<file path="src/rtl/reservation_station.sv">
// rtl/reservation_station.sv - compacting issue queue with physical-register scoreboard and wakeup capture
// Optional feature macro RS_WAKE_BYPASS_EN: select also sees same-cycle wakeups (0-cycle wake-to-issue).
module reservation_station #(
    parameter int DEPTH    = 8,
    parameter int PREG_W   = 6,
    parameter int NUM_PREG = 64
) (
    input  logic                     clk,
    input  logic                     rst_n,
    input  logic                     flush,
    input  logic                     disp_valid,
    output logic                     disp_ready,
    input  logic [6:0]               disp_opcode,
    input  logic [PREG_W-1:0]        disp_ps1,
    input  logic [PREG_W-1:0]        disp_ps2,
    input  logic [PREG_W-1:0]        disp_pd,
    input  logic [31:0]              disp_instr,
    input  logic                     wake0_valid,
    input  logic [PREG_W-1:0]        wake0_tag,
    input  logic                     wake1_valid,
    input  logic [PREG_W-1:0]        wake1_tag,
    output logic                     iss_valid,
    input  logic                     iss_ready,
    output logic [6:0]               iss_opcode,
    output logic [PREG_W-1:0]        iss_ps1,
    output logic [PREG_W-1:0]        iss_ps2,
    output logic [PREG_W-1:0]        iss_pd,
    output logic [31:0]              iss_instr,
    output logic [$clog2(DEPTH):0]   count
);

    localparam int IDX_W = $clog2(DEPTH);
    localparam int CNT_W = IDX_W + 1;

    localparam logic [6:0] OP_RTYPE = 7'b0110011;
    localparam logic [6:0] OP_STORE = 7'b0100011;

    logic [DEPTH-1:0]    ent_valid;
    logic [DEPTH-1:0]    ent_rdy1;
    logic [DEPTH-1:0]    ent_rdy2;
    logic [6:0]          ent_op    [DEPTH];
    logic [PREG_W-1:0]   ent_ps1   [DEPTH];
    logic [PREG_W-1:0]   ent_ps2   [DEPTH];
    logic [PREG_W-1:0]   ent_pd    [DEPTH];
    logic [31:0]         ent_instr [DEPTH];
    logic [NUM_PREG-1:0] scoreboard;

    logic [DEPTH-1:0]    nxt_valid;
    logic [DEPTH-1:0]    nxt_rdy1;
    logic [DEPTH-1:0]    nxt_rdy2;
    logic [6:0]          nxt_op    [DEPTH];
    logic [PREG_W-1:0]   nxt_ps1   [DEPTH];
    logic [PREG_W-1:0]   nxt_ps2   [DEPTH];
    logic [PREG_W-1:0]   nxt_pd    [DEPTH];
    logic [31:0]         nxt_instr [DEPTH];
    logic [NUM_PREG-1:0] nxt_sb;
    logic [CNT_W-1:0]    nxt_count;

    logic [NUM_PREG-1:0] wake_vec;
    logic [DEPTH-1:0]    eff_rdy1;
    logic [DEPTH-1:0]    eff_rdy2;
    logic                sel_found;
    logic [IDX_W-1:0]    sel_idx;
    logic                do_disp;
    logic                do_issue;
    logic [CNT_W-1:0]    app_idx;
    logic                new_rdy1;
    logic                new_rdy2;

    // One-hot-or of both broadcast ports; a tag hit on either port reads as ready.
    always_comb begin
        wake_vec = '0;
        if (wake0_valid) wake_vec[wake0_tag] = 1'b1;
        if (wake1_valid) wake_vec[wake1_tag] = 1'b1;
    end

    always_comb begin
        eff_rdy1 = '0;
        eff_rdy2 = '0;
        for (int i = 0; i < DEPTH; i++) begin
`ifdef RS_WAKE_BYPASS_EN
            eff_rdy1[i] = ent_rdy1[i] | wake_vec[ent_ps1[i]];
            eff_rdy2[i] = ent_rdy2[i] | wake_vec[ent_ps2[i]];
`else
            eff_rdy1[i] = ent_rdy1[i];
            eff_rdy2[i] = ent_rdy2[i];
`endif
        end
    end

    // Scan from the top so the lowest (oldest) ready index wins.
    always_comb begin
        sel_found = 1'b0;
        sel_idx   = '0;
        for (int i = DEPTH - 1; i >= 0; i--) begin
            if (ent_valid[i] && eff_rdy1[i] && eff_rdy2[i]) begin
                sel_found = 1'b1;
                sel_idx   = IDX_W'(i);
            end
        end
    end

    // Flush masks the issue so execute never consumes an op that is being discarded.
    always_comb begin
        iss_valid  = sel_found && !flush;
        iss_opcode = '0;
        iss_ps1    = '0;
        iss_ps2    = '0;
        iss_pd     = '0;
        iss_instr  = '0;
        if (iss_valid) begin
            iss_opcode = ent_op[sel_idx];
            iss_ps1    = ent_ps1[sel_idx];
            iss_ps2    = ent_ps2[sel_idx];
            iss_pd     = ent_pd[sel_idx];
            iss_instr  = ent_instr[sel_idx];
        end
    end

    assign disp_ready = (count < CNT_W'(DEPTH));
    assign do_disp    = disp_valid && disp_ready && !flush;
    assign do_issue   = iss_valid && iss_ready;
    assign app_idx    = do_issue ? (count - 1'b1) : count;
    assign nxt_count  = count + CNT_W'(do_disp) - CNT_W'(do_issue);

    always_comb begin
        new_rdy1 = scoreboard[disp_ps1] | wake_vec[disp_ps1];
        new_rdy2 = scoreboard[disp_ps2] | wake_vec[disp_ps2];
        if (!(disp_opcode == OP_RTYPE || disp_opcode == OP_STORE)) new_rdy2 = 1'b1;
    end

    // Set by wakeups, then cleared by the new producer: the clear wins on a same-tag conflict.
    always_comb begin
        nxt_sb = scoreboard | wake_vec;
        if (do_disp) nxt_sb[disp_pd] = 1'b0;
    end

    always_comb begin
        logic [IDX_W-1:0] cur;
        logic [IDX_W-1:0] src;
        logic             src_ok;
        cur       = '0;
        src       = '0;
        src_ok    = 1'b0;
        nxt_valid = '0;
        nxt_rdy1  = '0;
        nxt_rdy2  = '0;
        for (int i = 0; i < DEPTH; i++) begin
            nxt_op[i]    = '0;
            nxt_ps1[i]   = '0;
            nxt_ps2[i]   = '0;
            nxt_pd[i]    = '0;
            nxt_instr[i] = '0;
        end
        for (int i = 0; i < DEPTH; i++) begin
            cur    = IDX_W'(i);
            src    = cur;
            src_ok = 1'b1;
            // Entries at or above the issued slot slide down one place.
            if (do_issue && cur >= sel_idx) begin
                src    = cur + 1'b1;
                src_ok = (cur != IDX_W'(DEPTH - 1));
            end
            if (src_ok && ent_valid[src]) begin
                nxt_valid[i] = 1'b1;
                nxt_rdy1[i]  = ent_rdy1[src] | wake_vec[ent_ps1[src]];
                nxt_rdy2[i]  = ent_rdy2[src] | wake_vec[ent_ps2[src]];
                nxt_op[i]    = ent_op[src];
                nxt_ps1[i]   = ent_ps1[src];
                nxt_ps2[i]   = ent_ps2[src];
                nxt_pd[i]    = ent_pd[src];
                nxt_instr[i] = ent_instr[src];
            end
            if (do_disp && CNT_W'(cur) == app_idx) begin
                nxt_valid[i] = 1'b1;
                nxt_rdy1[i]  = new_rdy1;
                nxt_rdy2[i]  = new_rdy2;
                nxt_op[i]    = disp_opcode;
                nxt_ps1[i]   = disp_ps1;
                nxt_ps2[i]   = disp_ps2;
                nxt_pd[i]    = disp_pd;
                nxt_instr[i] = disp_instr;
            end
        end
    end

    always_ff @(posedge clk or negedge rst_n) begin
        if (!rst_n) begin
            ent_valid  <= '0;
            ent_rdy1   <= '0;
            ent_rdy2   <= '0;
            count      <= '0;
            scoreboard <= '1;
            for (int i = 0; i < DEPTH; i++) begin
                ent_op[i]    <= '0;
                ent_ps1[i]   <= '0;
                ent_ps2[i]   <= '0;
                ent_pd[i]    <= '0;
                ent_instr[i] <= '0;
            end
        end else if (flush) begin
            ent_valid  <= '0;
            ent_rdy1   <= '0;
            ent_rdy2   <= '0;
            count      <= '0;
            scoreboard <= '1;
        end else begin
            ent_valid  <= nxt_valid;
            ent_rdy1   <= nxt_rdy1;
            ent_rdy2   <= nxt_rdy2;
            count      <= nxt_count;
            scoreboard <= nxt_sb;
            for (int i = 0; i < DEPTH; i++) begin
                ent_op[i]    <= nxt_op[i];
                ent_ps1[i]   <= nxt_ps1[i];
                ent_ps2[i]   <= nxt_ps2[i];
                ent_pd[i]    <= nxt_pd[i];
                ent_instr[i] <= nxt_instr[i];
            end
        end
    end

endmodule
</file>
<file path="config.mk">
export PLATFORM = sky130hd
export DESIGN_NAME = reservation_station
export DESIGN_NICKNAME = d
export VERILOG_FILES = /design/src/rtl/reservation_station.sv
export SDC_FILE = /design/constraint.sdc
export NUM_CORES = 2
export LEC_CHECK = 0
export CORE_MARGIN = 1
export CORE_UTILIZATION = 45
export CTS_CLUSTER_SIZE = 25
export DETAILED_ROUTE_END_ITERATION = 12
export GPL_TIMING_DRIVEN = 1
export PLACE_DENSITY = 0.66
export SETUP_SLACK_MARGIN = 0.05
export SLEW_MARGIN = 20
export SYNTH_ARGS = -nofsm -noshare
export SYNTH_HDL_FRONTEND = slang
export SYNTH_SLANG_ARGS = --single-unit
</file>
<file path="constraint.sdc">
create_clock -name clk -period 3.1 [get_ports clk]
set_input_delay 0.465 -clock clk [delete_from_list [all_inputs] [get_ports clk]]
set_output_delay 0.465 -clock clk [all_outputs]
set_load 0.03 [all_outputs]
</file>
# Yosys cells after proc, flatten, opt, wreduce, memory -nomap -nowiden

Cells that the tools add are included.
Widths: inputs -> output; s select.

Flip-flop bits (word level): 548
Bits of input ports: 76
Output and inout port bits: 63
Logic and storage cells: 578

$add $sub $neg: 3
$lt $le $gt $ge: 50
Equal/unequal tests: 9
Multiplexer cells: 397
Bitwise operators: 31
Reductions and logical operators: 43

Operator list:

| operator           | count |
|---|---|
| $mux 32            | 35 |
| $bmux 32 s3        | 9 |
| $mux 6             | 105 |
| $bmux 6 s3         | 27 |
| $mux 64            | 4 |
| $mux 7             | 35 |
| $bmux 7 s3         | 9 |
| $lt 6x7->1 const B | 21 |
| $or 64x64->64      | 2 |
| $bmux 1 s6         | 20 |
| $mux 1             | 109 |
| $bmux 1 s3         | 24 |
| $and 64x64->64     | 1 |
| $not 64->64        | 1 |
| $logic_and 1x1->1  | 40 |
| $ge 4x4->1 const B | 9 |
| $not 3->4          | 9 |
| $lt 3x4->1 const B | 8 |
| $mux 3             | 10 |
| $mux 8             | 3 |
| $demux 1 s6        | 3 |
| $ge 6x1->1 const B | 3 |
| $or 1x1->1         | 18 |
| $eq 3x4->1 const A | 4 |
| other kinds (15)   | 24 |

# Depth between registers and ports, before layout

Word-level depth: 24
Depth in mapped cells: 15
Mapped depth without buffers: 12

# Least setup slack after synthesis

Ideal clock, no wire load.

Kind: reg2reg
Start: register ent_rdy1[2], in the netlist eff_rdy1[2]
End: register ent_rdy1[4], in the netlist eff_rdy1[4]
Arrival time: 3.121 ns
Data required time: 2.971 ns
Path slack: -0.150 ns
Stages on the path, launching flop included: 14
Period minus slack after synthesis: 3.250 ns
Path through: dfrtp_1 nand3_1 nand2_1 o221a_2 buf_4 o21ai_2 buf_4 mux2i_2 buf_2 a21oi_1 a2111oi_0 nor3_1 a211oi_1 a21oi_1

Longest elaborated chain between the ends: 19
Elaborated cells between the ends (all ways): 30
Classes of those cells: order compare (1); eq/ne (1); mux (20); bitwise (2); reduce/logical (6)

RTL lines:

| item                                                                | line | source |
|---|---|---|
| from (decl)                                                         | 39   | `logic [DEPTH-1:0] ent_rdy1;` |
| from (signal assigned)                                              | 209  | `ent_rdy1 <= nxt_rdy1;` |
| parallel branches: the longest is 17 deep, another holds $ge 3x3->1 | n/a  |  |
| $mux 1 *                                                            | 174  | `if (do_disp && CNT_W'(cur) == app_idx) begin` |
| $mux 8 *                                                            | 201  | `end else if (flush) begin` |

Every way passes the cells marked *. The select of a mux whose other input is x is not followed.
A chain may end at the register's enable or synchronous reset.

# Worst setup path after layout

Start: register ent_valid[6]
End: output port iss_instr[28]

Longest elaborated chain between the ends: 14
Elaborated cells between the ends (all ways): 22
Classes of those cells: mux (18); bitwise (1); reduce/logical (3)

RTL lines:

| item                                       | line | source |
|---|---|---|
| from (decl)                                | 38   | `logic [DEPTH-1:0] ent_valid;` |
| from (signal assigned)                     | 208  | `ent_valid <= nxt_valid;` |
| $logic_and 1x1->1 * (2 in a row)           | 96   | `if (ent_valid[i] && eff_rdy1[i] && eff_rdy2[i]) begin` |
| $mux 3 (7 in a row)                        | 96   |  |
| $not 3->4 (implied by the code)            | 116  | `iss_instr = ent_instr[sel_idx];` |
| $bmux 32 s3                                | 116  |  |
| $mux 32 (implied by the code) (2 in a row) | 116  |  |
| $mux 32 *                                  | 111  | `if (iss_valid) begin` |
| to (decl)                                  | 28   | `output logic [31:0] iss_instr,` |

Mark *: on every way between the ends. The rest lies on a longest branch, timed or not. The select of a mux whose other input is x is not followed.

==> impl_metrics.json <==
{
  "critical_path_required_ns": 2.63,
  "antenna_found_initial": 17,
  "p_seq_share_pct": 36.5,
  "worst_slack_ns": -0.921,
  "switchingPower_mw": 6.73,
  "intPower_mw": 14.6,
  "via_count": 55300,
  "dp_hpwl_um": 173000,
  "worstPathArrival_ns": 3.56,
  "start_util_pct": 45.4,
  "cp-end-kind": "primary output",
  "switching_share_pct": 31.6,
  "r2r_cells": 20,
  "crit_top_cell": "buf_12",
  "grt_start_max_net_pins": 82,
  "layout_common_cells": "buf_4, nand2_1, dfrtp_1, nor2_1, o21ai_0",
  "peakVddDrop_mv": 0.424,
  "dieArea_mm2": 0.0952,
  "synthAdderAreaFrac_pct": 0.225,
  "pre_cts_ws_ns": -1.04,
  "synth_area_per_cell_um2": 7.91,
  "synth_area_leader_cell": "dfrtp_1",
  "syn_nets": 5430,
  "synth_compound_area_share_pct": 29.0,
  "path_depth": 15,
  "clk_pin_slew_ns": 0.06,
  "hold_violations": 0,
  "synth-xor-area-share_pct": 0.0621,
  "syn_inst": 5347,
  "finalCritPeriodShare_pct": 130,
  "drt-met1-wl_um": 96100,
  "drt-total-wl_um": 272000,
  "core-area_mm2": 0.0932,
  "drt_iter0_markers": 9580,
  "ys_ff_latch": 548,
  "synth_warnings": 0,
  "drv_slew": 0,
  "power.total_mw": 21.3,
  "wl_per_cell_um": 35.4,
  "postPlaceCellArea_mm2": 0.0546,
  "fill_cells": 7081,
  "fin_skew_ns": 0.0264,
  "final_common_cell": "buf_4",
  "synth-seq-area-share_pct": 32.6,
  "drc": 0,
  "fmax_mhz": 249,
  "worstPathCellList": "and3_4 > o211ai_1 > buf_4 > buf_6 > a31oi_4 > buf_12 > buf_16 > buf_12 > buf_12 > buf_4 > nand2_1 > a311oi_2 > a31oi_2 > nor2_2 > buf_12",
  "start_kind": "flip-flop",
  "max_stage_delay_ns": 0.41,
  "ff_latch_area_mm2": 0.0138,
  "grt_pass1_vias": 49700,
  "cts_sinks": 548,
  "synth_mux_area_share_pct": 11.0,
  "cts_root_buf": "clkbuf_16",
  "p_per_area_mw_per_mm2": 331,
  "grt_overflow": 0,
  "rsz0062_at_grt": "yes",
  "grt_pass1_wl_um": 361000,
  "maxCapViolations": 0,
  "r2r-end": "eff_rdy2[0]",
  "critPathLaunch": "ent_valid[6]",
  "nNetsFinal": 6444,
  "cts-htree-levels": 3,
  "power.leakage_nw": 29.2,
  "viasPerCell": 7.19,
  "r2r_slack_ns": -0.70,
  "r2r_start": "ent_valid[7]",
  "cts_max_path_buffers": 3,
  "die_width_um": 309,
  "critPathSlowestCell": "dfrtp_1",
  "worstMarginPinSlew_ns": 0.996,
  "synth_top_family_by_area": "compound AO/OA/AOI/OAI gates",
  "synth_async_sr_flop_share_pct": 100,
  "status": "complete, but fails checks",
  "antenna_violating_nets_post_route": 0,
  "comb_power_share_pct": 21.8,
  "min_period_ns": 4.02,
  "synth_area_mm2": 0.0423,
  "p_clk_share_pct": 41.7,
  "io_buffers": 138,
  "violations": "negative setup slack",
  "critPathMaxFanout": 12,
  "insertion_delay_ns": 0.65,
  "final_area_mm2": 0.0643,
  "num_rows": 112,
  "cts_tree": "built",
  "multi_input_area_mm2": 0.0295,
  "synthSimpleGateAreaFrac_pct": 21.1,
  "synth_edf_count": 0,
  "drive_gt1_share_pct": 35.7,
  "finalSetupViolCount": 476,
  "crit_end": "iss_instr[28]",
  "numCtsBuffers": 68,
  "synthFlopType": "dfrtp_1",
  "min_path_type": "primary input to asynchronous set/reset pin",
  "path_buf_inv": 8,
  "areaGrowthSynthToFinish_pct": 52.0,
  "yosysTopAreaCellShare_pct": 28.6,
  "synth_cell_type_count": 100,
  "synthTopCellsByArea": "dfrtp_1, nand2_1, mux2i_1",
  "path_class": "flip-flop to primary output",
  "track_usage_pct": 52.6,
  "place_congestion": 1.08,
  "cp_top_family": "buffers and inverters",
  "die_h_um": 309,
  "highest_layer": "met5",
  "wl_met3_um": 49000,
  "pin_count": 139,
  "route.met2.wl_um": 105000,
  "drt_pass1_iterations": 9,
  "slew_headroom_pct": 33.4
}
-- cell usage after synthesis (11+ instances only) --
master    count
nand2_1     960
dfrtp_1     484
clkbuf_1    482
nor2_1      434
o21ai_0     351
a21oi_1     301
mux2i_1     286
and3_1      235
a22oi_1     216
o211ai_1    210
nand3_1     156
a221o_1     139
a211oi_1    106
a31oi_1      82
o22ai_1      80
a311oi_1     68
mux4_2       66
buf_1        64
dfstp_2      64
a22o_1       62
nor3_1       61
buf_2        55
inv_1        32
mux2_2       16
nand3b_1     16
a211o_1      14
o21ai_1      13
and2_1       12
nand2b_1     11
nor2b_1      11
o211a_1      11
o31ai_1      11
o32ai_1      11
or3_1        11
-- through the flow --
step                      utilization (%)  cells  hold WS [ns]  TNS, ns
final                                69.0   7684         0.424  -194.41
after global routing                 69.0   7671         0.474  -213.03
after CTS                            65.5   7538         0.438   -60.85
after detailed placement             58.6   7274         0.469  -145.09
after global placement               58.6   7274         0.462  -137.30
after floorplan                         -   5347         0.169   -0.114
-- how the worst min path moves through the flow --
stage,depth (start not counted),start,slack (ns),endpoint
2_1_floorplan,0,rst_n,0.17,count[0]
3_3_place_gp,2,ent_instr[247],0.46,ent_instr[247]
3_5_place_dp,2,ent_instr[240],0.47,ent_instr[240]
4_1_cts,2,rst_n,0.44,ent_ps1[46]
5_1_grt,2,rst_n,0.47,ent_instr[227]
6_report,2,rst_n,0.42,ent_instr[227]
-- power groups by stage --
stage,registers (mW),clock network [mW],logic [mW]
after floorplan,7.78,0,1.73
after global placement,7.84,0,3.65
after detailed placement,7.85,0,3.69
after CTS,7.74,8.79,4.00
after global routing,7.80,9.08,4.76
final,7.78,8.87,4.65
-- flip-flops by register name (all words and copies together), names as in the netlist, 48 cells and up --
signal,cells
ent_instr,256
ent_pd,48
ent_ps2,48
ent_ps1,48
scoreboard,64
ent_op,56
-- cell families after synthesis --
| kind of cell | count (synthesis) |
|---|---|
| DFF | 548 |
| buffers and inverters | 644 |
| adders and majority gates | 7 |
| muxes | 376 |
| xor gates and xnor gates | 3 |
| AOI/OAI and AO/OA | 1780 |
| and+or+nand+nor | 1989 |
-- cell type report --
class | count | share of cell area, %
Sequential cell | 548 | 21.5
Timing Repair Buffer | 1554 | 26.3
Antenna cell | 14 | 0.0545
Inverter | 32 | 0.193
Multi-Input combinational cell | 4157 | 45.8
Clock inverter | 30 | 0.755
Tap cell | 1254 | 2.44
Clock buffer | 95 | 3.03
-- layer usage --
layer,global-route usage (%),vias to the layer above
met3,23.7,1490
met2,71.7,5297
met1,67.8,26500
li1,-,22000
met5,1.21,-
met4,30.9,24
-- what timing repair did --
action / 4_1_cts / 5_1_grt
pin swaps: 131 / 183
gates resized for setup: 480 / 414
hold buffers: 1 / 0
endpoints found under the setup margin: 508 / 533
setup buffers: 106 / 122
cloned: 34 / 29
endpoints found under the hold margin: 57 / 0
No activity file was read; power rests on OpenSTA's default activity.
